## config.mk

```make
export PLATFORM = sky130hd
export DESIGN_NAME = truth_table_reader
export DESIGN_NICKNAME = d
export VERILOG_FILES = /design/src/rtl/tt_pkg.sv /design/src/rtl/tt_sync.sv /design/src/rtl/truth_table_reader.sv
export SDC_FILE = /design/constraint.sdc
export NUM_CORES = 1
export LEC_CHECK = 0
export ABC_AREA = 1
export BUFFER_PORTS_ARGS = -buffer_cell sky130_fd_sc_hd__buf_2
export CORE_MARGIN = 1
export CORE_UTILIZATION = 35
export CTS_BUF_LIST = sky130_fd_sc_hd__clkbuf_16
export CTS_CLUSTER_SIZE = 14
export DETAILED_ROUTE_END_ITERATION = 8
export GPL_ROUTABILITY_DRIVEN = 0
export HOLD_SLACK_MARGIN = 0.08
export PLACE_DENSITY_LB_ADDON = 0.08
export RECOVER_POWER = 25
export SYNTH_ARGS = -nofsm -noshare
export SYNTH_HDL_FRONTEND = slang
export SYNTH_HIERARCHICAL = 1
export SYNTH_SLANG_ARGS = --single-unit
```

## constraint.sdc

```tcl
create_clock -name clk -period 1.8 [get_ports clk]
set_clock_uncertainty 0.15 [all_clocks]
set_input_delay 0.09 -clock clk [delete_from_list [all_inputs] [get_ports clk]]
set_output_delay 0.09 -clock clk [all_outputs]
set_load 0.01 [all_outputs]
```

## src/rtl/tt_pkg.sv

```systemverilog
// Shared definitions for the truth-table characterisation master.
//   state_e        : controller states (IDLE, SETTLE, SAMPLE)
//   N_IN, N_VEC    : number of circuit inputs and number of input vectors
//   vec_to_inputs  : maps a vector index to {in1,in2,in3,in4}, in1 the MSB
//   TT_0x1FDE      : reference truth table of the library's ordering example
package tt_pkg;

    typedef enum logic [1:0] {
        IDLE   = 2'd0,
        SETTLE = 2'd1,
        SAMPLE = 2'd2
    } state_e;

    localparam int N_IN  = 4;
    localparam int N_VEC = 16;

    localparam logic [15:0] TT_0x1FDE = 16'h1FDE;

    // The vector index is applied directly, so idx bit 3 drives in1.
    function automatic logic [N_IN-1:0] vec_to_inputs(input logic [N_IN-1:0] idx);
        return idx;
    endfunction

endpackage

```

## src/rtl/tt_sync.sv

```systemverilog
// Synchroniser for the characterised circuit's output.
//   clk, rst_n : clock and asynchronous active-low reset
//   d_i        : raw circuit output
//   q_o        : value after STAGES flops (combinational pass-through when STAGES is 0)
module tt_sync #(
    parameter int STAGES = 2
) (
    input  logic clk,
    input  logic rst_n,
    input  logic d_i,
    output logic q_o
);

    generate
        if (STAGES == 0) begin : g_bypass
            assign q_o = d_i;
        end else begin : g_sync
            logic [STAGES-1:0] sync_q;

            // Shift chain: stage 0 takes the raw input, each later stage the one before.
            always_ff @(posedge clk or negedge rst_n) begin
                if (!rst_n) begin
                    sync_q <= '0;
                end else begin
                    sync_q[0] <= d_i;
                    for (int i = 1; i < STAGES; i++) begin
                        sync_q[i] <= sync_q[i-1];
                    end
                end
            end

            assign q_o = sync_q[STAGES-1];
        end
    endgenerate

endmodule

```

## src/rtl/truth_table_reader.sv

```systemverilog
// Characterisation master for 4-input combinational circuits.
// Steps in1..in4 through vectors 0..15, holds each for SETTLE_CYCLES clocks,
// samples the (synchronised) circuit output and assembles the 16-bit truth
// table with the vector-0 sample as the MSB, then compares it to 'expected'.
//   clk, rst_n          : clock, asynchronous active-low reset
//   start, abort        : run request (IDLE only) / cancel a run in progress
//   expected[15:0]      : reference table, captured when a run is accepted
//   in1..in4            : registered drives to the circuit under test
//   dut_out             : circuit output
//   busy, done          : run in progress / one-clock completion pulse
//   result[15:0]        : assembled truth table
//   result_valid, match : result is from a complete run / result == expected
// SETTLE_CYCLES must be at least SYNC_STAGES+1 so the sampled value belongs
// to the vector currently driven.
module truth_table_reader
    import tt_pkg::*;
#(
    parameter int SETTLE_CYCLES = 4,
    parameter int SYNC_STAGES   = 2
) (
    input  logic        clk,
    input  logic        rst_n,
    input  logic        start,
    input  logic        abort,
    input  logic [15:0] expected,
    output logic        in1,
    output logic        in2,
    output logic        in3,
    output logic        in4,
    input  logic        dut_out,
    output logic        busy,
    output logic        done,
    output logic [15:0] result,
    output logic        result_valid,
    output logic        match
);

    localparam logic [7:0] SETTLE_LAST = 8'(SETTLE_CYCLES - 1);
    localparam logic [3:0] LAST_IDX    = 4'(N_VEC - 1);

    state_e      state_q, state_d;
    logic [3:0]  idx_q, idx_d;
    logic [7:0]  cnt_q, cnt_d;
    logic [3:0]  drv_q, drv_d;
    logic        busy_q, busy_d;
    logic        done_q, done_d;
    logic [15:0] result_q, result_d;
    logic        valid_q, valid_d;
    logic        match_q, match_d;
    logic [15:0] exp_q, exp_d;

    logic        dut_sync_s;
    logic [15:0] shifted_s;

    tt_sync #(
        .STAGES (SYNC_STAGES)
    ) u_sync (
        .clk   (clk),
        .rst_n (rst_n),
        .d_i   (dut_out),
        .q_o   (dut_sync_s)
    );

    // The new sample enters at bit 0, so the first vector ends up as bit 15.
    assign shifted_s = {result_q[14:0], dut_sync_s};

    // Next-state and next-output computation for the sequencing FSM.
    always_comb begin
        state_d  = state_q;
        idx_d    = idx_q;
        cnt_d    = cnt_q;
        drv_d    = drv_q;
        busy_d   = busy_q;
        done_d   = 1'b0;
        result_d = result_q;
        valid_d  = valid_q;
        match_d  = match_q;
        exp_d    = exp_q;

        case (state_q)
            IDLE: begin
                // abort outranks start so a simultaneous request is refused
                if (start && !abort) begin
                    state_d  = SETTLE;
                    idx_d    = 4'd0;
                    cnt_d    = 8'd0;
                    drv_d    = vec_to_inputs(4'd0);
                    busy_d   = 1'b1;
                    result_d = 16'h0000;
                    valid_d  = 1'b0;
                    match_d  = 1'b0;
                    exp_d    = expected;
                end else begin
                    state_d = IDLE;
                end
            end

            SETTLE: begin
                if (abort) begin
                    state_d = IDLE;
                    drv_d   = 4'd0;
                    busy_d  = 1'b0;
                    valid_d = 1'b0;
                    match_d = 1'b0;
                end else begin
                    cnt_d = cnt_q + 8'd1;
                    if (cnt_q == SETTLE_LAST) begin
                        state_d = SAMPLE;
                    end else begin
                        state_d = SETTLE;
                    end
                end
            end

            SAMPLE: begin
                // an abort on the sample edge discards the sample: result stays as-is
                if (abort) begin
                    state_d = IDLE;
                    drv_d   = 4'd0;
                    busy_d  = 1'b0;
                    valid_d = 1'b0;
                    match_d = 1'b0;
                end else begin
                    result_d = shifted_s;
                    if (idx_q == LAST_IDX) begin
                        state_d = IDLE;
                        drv_d   = 4'd0;
                        busy_d  = 1'b0;
                        valid_d = 1'b1;
                        done_d  = 1'b1;
                        match_d = (shifted_s == exp_q);
                    end else begin
                        state_d = SETTLE;
                        idx_d   = idx_q + 4'd1;
                        cnt_d   = 8'd0;
                        drv_d   = vec_to_inputs(idx_q + 4'd1);
                    end
                end
            end

            default: begin
                state_d = IDLE;
                drv_d   = 4'd0;
                busy_d  = 1'b0;
                valid_d = 1'b0;
                match_d = 1'b0;
            end
        endcase
    end

    // State and registered-output flops.
    always_ff @(posedge clk or negedge rst_n) begin
        if (!rst_n) begin
            state_q  <= IDLE;
            idx_q    <= 4'd0;
            cnt_q    <= 8'd0;
            drv_q    <= 4'd0;
            busy_q   <= 1'b0;
            done_q   <= 1'b0;
            result_q <= 16'h0000;
            valid_q  <= 1'b0;
            match_q  <= 1'b0;
            exp_q    <= 16'h0000;
        end else begin
            state_q  <= state_d;
            idx_q    <= idx_d;
            cnt_q    <= cnt_d;
            drv_q    <= drv_d;
            busy_q   <= busy_d;
            done_q   <= done_d;
            result_q <= result_d;
            valid_q  <= valid_d;
            match_q  <= match_d;
            exp_q    <= exp_d;
        end
    end

    assign in1          = drv_q[3];
    assign in2          = drv_q[2];
    assign in3          = drv_q[1];
    assign in4          = drv_q[0];
    assign busy         = busy_q;
    assign done         = done_q;
    assign result       = result_q;
    assign result_valid = valid_q;
    assign match        = match_q;

endmodule
```

# Yosys cells after proc, flatten, opt, wreduce, memory -nomap -nowiden

Cells that the tools add are included.

$add $sub $neg: 2
Equal/unequal tests: 11
Multiplexer cells: 37
Reductions and logical operators: 11

Operator list:

| operator            | number |
|---|---|
| $mux 16             | 2 |
| $mux 8              | 4 |
| $pmux 16 s2         | 1 |
| $mux 4              | 6 |
| $pmux 8 s3          | 1 |
| $eq 16x16->1        | 1 |
| $mux 1              | 15 |
| $pmux 4 s3          | 1 |
| $ne 2x2->1 const B  | 5 |
| $pmux 1 s3          | 3 |
| $add 8x1->8 const B | 1 |
| $eq 8x2->1 const B  | 1 |
| $pmux 4 s2          | 1 |
| $pmux 2 s3          | 1 |
| $reduce_and 3->1    | 2 |
| $reduce_and 5->1    | 1 |
| $add 4x1->4 const B | 1 |
| $eq 4x4->1 const B  | 1 |
| $mux 2              | 2 |
| $reduce_and 2->1    | 2 |
| $reduce_and 4->1    | 1 |
| $ne 3x3->1 const B  | 1 |
| $reduce_bool 3->1   | 1 |
| $eq 2x1->1 const B  | 1 |
| other kinds (5)     | 5 |

Register bits after elaboration: 56
Input port bits: 21
Output and inout port bits: 24
Word-level logic and storage cells: 72

# Depth between registers and ports, before layout

Gate-level depths: netlist of the first run.

Word-level depth: 4
Gate-level depth with buffers: 9
Mapped depth without buffers: 9

# Cells and area by module

The synthesis of the first run kept the hierarchy.

Modules (own cells, without submodules):

| module             | times used | cells an instance | area each (µm²) | seq. area each (µm²) |
|---|---|---|---|---|
| truth_table_reader | 1          | 325               | 2552.4          | 1351.3 |
| tt_sync            | 1          | 2                 | 50.0            | 50.0 |

# Worst setup path after synthesis of the first run

No wires, ideal clock.

Kind: reg2reg
Start: register idx_q[0]
End: register idx_q[0]
Library setup time: 136 ps
Data arrival time: 1172 ps
Data required time: 1514 ps
Setup slack: 342 ps
Stages on the path, launching flop included: 8
Buffers on the path: 0
Period minus slack after synthesis: 1458 ps
Path through: dfrtp_1 > ha_1 > nand3_1 > nor2_1 > nor2_1 > o21ai_1 > nand2_1 > o21ai_0

Cells in the longest elaborated chain, start to end: 4
Elaborated cells between the ends (all ways): 7
Classes of those cells: add/sub: 1; eq/ne: 2; mux: 3; reduce/logical: 1

Ends and longest elaborated chain:

| item                   | RTL line                  | source |
|---|---|---|
| start, declared        | truth_table_reader.sv:42  | `logic [3:0] idx_q, idx_d;` |
| start signal, assigned | truth_table_reader.sv:166 | `idx_q <= idx_d;` |
| $add 4x1->4            | truth_table_reader.sv:134 | `idx_d = idx_q + 4'd1;` |
| $mux 4                 | truth_table_reader.sv:125 | `if (idx_q == LAST_IDX) begin` |
| $mux 4                 | truth_table_reader.sv:117 | `if (abort) begin` |
| $pmux 4 s2             | truth_table_reader.sv:80  | `case (state_q)` |

Several ways; a longest one is shown, not always the timed one. The select of a mux whose other input is x is not followed.
A chain may end at the register's enable or synchronous reset.

# Worst setup path after layout of the first run

Start: input port abort
End: register exp_q[10]

Cells in the longest elaborated chain, start to end: 3

Ends and longest elaborated chain:

| item                       | RTL line                  | source |
|---|---|---|
| start, declared            | truth_table_reader.sv:24  | `input logic abort,` |
| $logic_not 1->1            | truth_table_reader.sv:83  | `if (start && !abort) begin` |
| $logic_and 1x1->1          | truth_table_reader.sv:83  |  |
| $reduce_and 2->1 (no line) | -                         |  |
| end signal, assigned       | truth_table_reader.sv:174 | `exp_q <= exp_d;` |
| end, declared              | truth_table_reader.sv:50  | `logic [15:0] exp_q, exp_d;` |

Every way passes these cells.

==> results of run 1 <==
how the worst min path moves through the flow:
stage | end | slack (ns) | cells past startpoint
floorplan | busy | -0.36 | 0
CTS | cnt_q[3] | 0.20 | 3
detailed placement | cnt_q[3] | -0.03 | 2
global route | u_sync/g_sync.sync_q[1] | 0.21 | 0
global placement | cnt_q[3] | -0.03 | 2
finish | result_valid | 0.20 | 5
layout by cell type, fill, tap and decap left out, types with 2 or more instances in the layout:
master         netlist  layout
or2_2                2       2
dfrtp_1             56      56
buf_2                4      44
mux2_2               2       2
xor2_1               2       2
nand3_2              2       2
clkbuf_16            0       5
inv_1               46      48
nand3_1             31      31
ha_1                 2       2
buf_4                2       6
nor2_1              39      39
o21ai_0             23      23
dlygate4sd3_1        0      19
nand4_1              4       4
nand2_1             85      85
a21oi_1             21      21
cell families (layout without fill, tap and decap cells):
logic type	count (synthesis)	after routing	synth area share, %
compound gates	45	45	8.65
flops	56	56	53.8
xor+xnor	3	3	1.01
fa+ha+maj	2	2	0.961
buf+inv	55	125	8.41
simple gates	164	164	26.2
mux	2	2	0.865
registers in the layout, summed over array words and instances, names as in the netlist:
name,flops
done,1
u_sync/g_sync.sync_q,2
idx_q,4
cnt_q,8
drv_q,4
state_q,2
result_valid,1
result,16
exp_q,16
match,1
busy,1
per-stage QoR:
step	hold slack (ns)	setup WS, ns	total power [W]	instance area (sq um)	cells
after CTS	0.197	0.164	0.00340	3300	496
after global routing	0.209	0.0155	0.00360	3280	496
after floorplan	-0.356	0.342	0.00219	2600	327
after detailed placement	-0.0315	0.180	0.00243	2970	469
after global placement	-0.0288	0.185	0.00241	2970	469
final	0.201	0.155	0.00334	3280	496
final cells by class:
| type | instances | area, sq um |
|---|---|---|
| fillers | 767 | 3930 |
| flip-flops and latches | 56 | 1400 |
| multi-input cells | 216 | 982 |
| repair buffers | 70 | 463 |
| inverters | 47 | 176 |
| clock buffers | 5 | 125 |
| well taps | 99 | 124 |
| clock inverters | 3 | 11.3 |
worst register-to-register path, cell delays in order, from the launching register on:
cell and delay, ns:
dfrtp_1 0.39, ha_1 0.19, nand3_1 0.10, nor2_1 0.15, nor2_1 0.08, o21ai_1 0.27
nand2_1 0.09, o21ai_0 0.10
per-layer routing:
metal | global-route usage [%] | share of wire, % | vias to the layer above
li1 | - | - | 1168
met1 | 21.9 | 50 | 1019
met2 | 25.6 | 46 | 36
met3 | 3.45 | 2.9 | 4
met4 | 4.99 | 1.0 | 0
met5 | 0 | 0 | -
power by group through the flow:
stage / logic (W) / clock network (W) / registers [W]
finish: 0.000817 / 0.000918 / 0.00161
global route: 0.000962 / 0.00101 / 0.00163
CTS: 0.000833 / 0.000955 / 0.00161
detailed placement: 0.000799 / 0 / 0.00163
global placement: 0.000785 / 0 / 0.00163
floorplan: 0.000581 / 0 / 0.00161
==> results.toml, run 1 <==
[synth]
yosys_most_used_dff = "dfrtp_1"
synth.area.top_cells = "dfrtp_1 (54%), nand2_1 (12%), inv_1 (6.6%)"
post-synth-top-count-cell = "nand2_1"
ys_seq_area_share_pct = 53.8
synth_top_area_share_pct = 53.8
ys_ff_latch = 56
synth_edf_count = 0
netlist_area_sq_um = 2600
syn_area_per_cell_sq_um = 7.96
yosysTopAreaCell = "dfrtp_1"
synthesis.nets = 350
synth_cell_types = 20
postSynth.asyncResetShare_pct = 100
yosysWarningCount = 6
ys_top_cells_by_count = "nand2_1 (85), dfrtp_1 (56), inv_1 (46)"
netlist_instances = 327

[setup_path]
end_kind = "register"
start_kind = "primary input"
timing.critical_path.to = "exp_q[10]"
slowest_stage = "dlygate4sd3_1"
worstReg2RegEnd = "idx_q[1]"
critical-path-max-stage-delay_ns = 0.52
worst-path-buf-inv = 4
cp.required_ns = 1.83
worst-path-stages = 6
critPathTopFamily = "buffers and inverters"
rr_worst_depth = 7
rr_startpoint = "idx_q[0]"
crit_start = "abort"
reg2reg_slack_ns = 0.20
timing_worst_setup_path_type = "primary input to register"
crit_fanout = 33
worstPathArrival_ns = 1.67
crit_chain = "dlygate4sd3_1, buf_2, inv_1, nand3_2, buf_4, mux2_2"

[sta]
post-route-period-util_pct = 91.4
finalSetupViolCount = 0
worstMarginPinSlew_ns = 0.773
slew_headroom_pct = 48.5
rsz0062_at_grt = "no"
fmax_mhz = 608
final_max_slew_viol_count = 0
hold_viol_final = 0
fin_crit_ns = 1.65
tns_ns = 0

[die]
die_h_microns = 88.2
dieArea_sq_um = 7780
row_count = 31
die_w_microns = 88.2
core_area_sq_um = 7210
ios = 45
initial_utilization_pct = 36.1

[status]
status = "completed"

[placed_design]
hpwl_microns = 3890
io_buffers = 44

[cts]
post_cts_buffers = 0
cts_buffer_depth = 2
worstSkewPairLatency_ns = 0.28
hold_buffers = 19
cts-root-buf = "clkbuf_16"
cts-resized-gates = 0
htreeDepth = 2
cts_tree = "yes"
clk_pin_slew_ns = 0.07
cts_made_buffers = 5
cts_sinks = 56

[grt]
grt_pass1_wl_microns = 9550
track_usage_pct = 16.0
grt-ovfl-total = 0
grt_max_degree = 57
grt_pass1_vias = 2064
antenna_found_initial = 0

[routing]
first_iter_violations = 96
vias = 2227
drc = 0
drt_wl_total_microns = 5630
ant_nets = 0
first_pass_iters = 4
drt-vias-per-instance = 4.49
post_drt_wl_per_cell_microns = 11.3

[power]
p_per_area_nw_per_um2 = 1020
p_sw_w = 0.00103
p_seq_share_pct = 48.1
p_int_w = 0.00231
p_clk_share_pct = 27.5
irDropWorstVdd_uv = 499
netSwitchingFraction_pct = 31.0
combinationalPowerShare_pct = 24.4
leakagePower_nw = 1.76

[layout]
utilization_pct = 45.5
final_nets = 419
drive_gt1_share_pct = 15.9
syn_to_final_growth_pct = 26.2
num_antenna_cells = 0

[flow_run]
drv_cap = 0

[worst_hold_path]
hold_class = "primary input to register"
hp-start = "start"
No activity file was read; power rests on OpenSTA's default activity.
==> run 2: changes to the inputs <==
CELL_PAD_IN_SITES_DETAIL_PLACEMENT = 0   (was not set)
CELL_PAD_IN_SITES_GLOBAL_PLACEMENT = 2   (was not set)
CORE_UTILIZATION = 32   (was 35)
==> results.toml, run 2 (synthesis results as in run 1) <==
[power]
p_sw_w = 0.00106
p_per_area_nw_per_um2 = 1020
leakagePower_nw = 1.76
p_int_w = 0.00232
p_seq_share_pct = 47.6
netSwitchingFraction_pct = 31.4
irDropWorstVdd_uv = 423
combinationalPowerShare_pct = 24.5
p_clk_share_pct = 27.9

[routing]
drt-vias-per-instance = 4.38
post_drt_wl_per_cell_microns = 11.8
vias = 2185
ant_nets = 0
drc = 0
first_iter_violations = 140
drt_wl_total_microns = 5870
first_pass_iters = 4

[cts]
htreeDepth = 2
cts_tree = "yes"
cts_buffer_depth = 2
cts_sinks = 56
worstSkewPairLatency_ns = 0.29
clk_pin_slew_ns = 0.07
cts_made_buffers = 5
cts-root-buf = "clkbuf_16"

[sta]
final_max_slew_viol_count = 0
finalSetupViolCount = 0
fin_crit_ns = 1.55
slew_headroom_pct = 47.8
rsz0062_at_grt = "no"
fmax_mhz = 646
hold_viol_final = 0
worstMarginPinSlew_ns = 0.783
tns_ns = 0
post-route-period-util_pct = 85.9

[die]
ios = 45
core_area_sq_um = 7810
dieArea_sq_um = 8500
row_count = 32
die_w_microns = 92.2
die_h_microns = 92.2
initial_utilization_pct = 33.3

[setup_path]
critical-path-max-stage-delay_ns = 0.40
slowest_stage = "dfrtp_1"
reg2reg_slack_ns = 0.25
rr_worst_depth = 8
timing.critical_path.to = "result[6]"
start_kind = "register"
cp.required_ns = 1.85
worstReg2RegEnd = "result[6]"
crit_chain = "inv_1, nand2_1, nor2_1, inv_2, nand2_1, buf_12, nand3_1, o21ai_0"
end_kind = "register"
worstPathArrival_ns = 1.60
worst-path-stages = 8
worst-path-buf-inv = 3
timing_worst_setup_path_type = "register to register"
cp_common_cell = "nand2_1"
rr_startpoint = "state_q[0]"
crit_start = "state_q[0]"
critPathTopFamily = "simple AND/OR/NAND/NOR gates"
crit_fanout = 30

[status]
status = "completed"

[grt]
track_usage_pct = 15.3
grt-ovfl-total = 0
grt_max_degree = 57
grt_pass1_wl_microns = 10100
grt_pass1_vias = 2134
antenna_found_initial = 0

[layout]
num_antenna_cells = 0
final_nets = 419
finalNonFillerCells = 499
regArea_sq_um = 1400
fillers = 833
drive_gt1_share_pct = 16.4
multiInputGateArea_sq_um = 982
layout_commonest_cell = "nand2_1"
layout_common_cells = "nand2_1 (85), dfrtp_1 (56), inv_1 (46), buf_2 (44), nor2_1 (39)"
syn_to_final_growth_pct = 26.9

[worst_hold_path]
hold_class = "primary input to register"
hp-start = "start"

[placed_design]
hpwl_microns = 4030
io_buffers = 44
place_inst = 472

[flow_run]
drv_cap = 0
run 2: changes by cell type in the layout (fill, tap and decap cells not counted), sizes merged:
cell and delta:
inv -2, clkinv +2
run 2: stage by stage:
stage	hold WS [ns]	area, sq um	setup slack [ns]	power (W)	util (%)
global placement	-0.0266	2990	0.261	0.00244	38.2
detailed placement	-0.0275	2990	0.246	0.00245	38.2
CTS	0.140	3310	0.236	0.00345	42.5
global route	0.179	3300	0.0637	0.00365	42.3
finish	0.141	3300	0.253	0.00338	42.3
floorplan	-0.356	2600	0.342	0.00219	-
run 2: what timing repair did:
item / 4_1_cts / 5_1_grt
hold buffers: 19 / 0
buffers inserted: 0 / 0
setup endpoints to repair: 0 / 0
resized for setup: 0 / 0
hold endpoints to repair: 79 / 0
run 2: power by group through the flow:
stage | clock (W) | combinational (W) | sequential (W)
after floorplan | 0 | 0.000581 | 0.00161
after global placement | 0 | 0.000812 | 0.00163
after detailed placement | 0 | 0.000820 | 0.00163
after CTS | 0.000989 | 0.000852 | 0.00161
after global routing | 0.00103 | 0.000980 | 0.00165
final | 0.000945 | 0.000829 | 0.00161
run 2: layer usage:
layer  vias to the layer above  wire, microns  GRT usage [%]
met5                         -              0              0
met3                         2            190           3.23
met4                         0             38           4.30
met1                       983           2970           20.5
met2                        35           2670           24.9
li1                       1165              -              -
run 2: worst min-delay path by stage:
stage | to | slack (ns) | depth (start not counted)
after global routing | busy | 0.18 | 4
after detailed placement | cnt_q[4] | -0.03 | 2
after CTS | busy | 0.14 | 4
after floorplan | busy | -0.36 | 0
after global placement | cnt_q[6] | -0.03 | 2
final | busy | 0.14 | 4
run 2: worst min-delay path, stage by stage:
cell     delay [ns]
buf_2          0.12
nand3_2        0.08
buf_4          0.18
nand2_1        0.07
run 2: final cells by class:
| type | instances | area share (%) |
|---|---|---|
| clock buffer | 5 | 3.79 |
| clock inverter | 3 | 0.417 |
| inverter | 47 | 5.34 |
| multi-input combinational | 216 | 29.7 |
| sequential | 56 | 42.4 |
| tap | 102 | 3.87 |
| timing repair buffer | 70 | 14.4 |
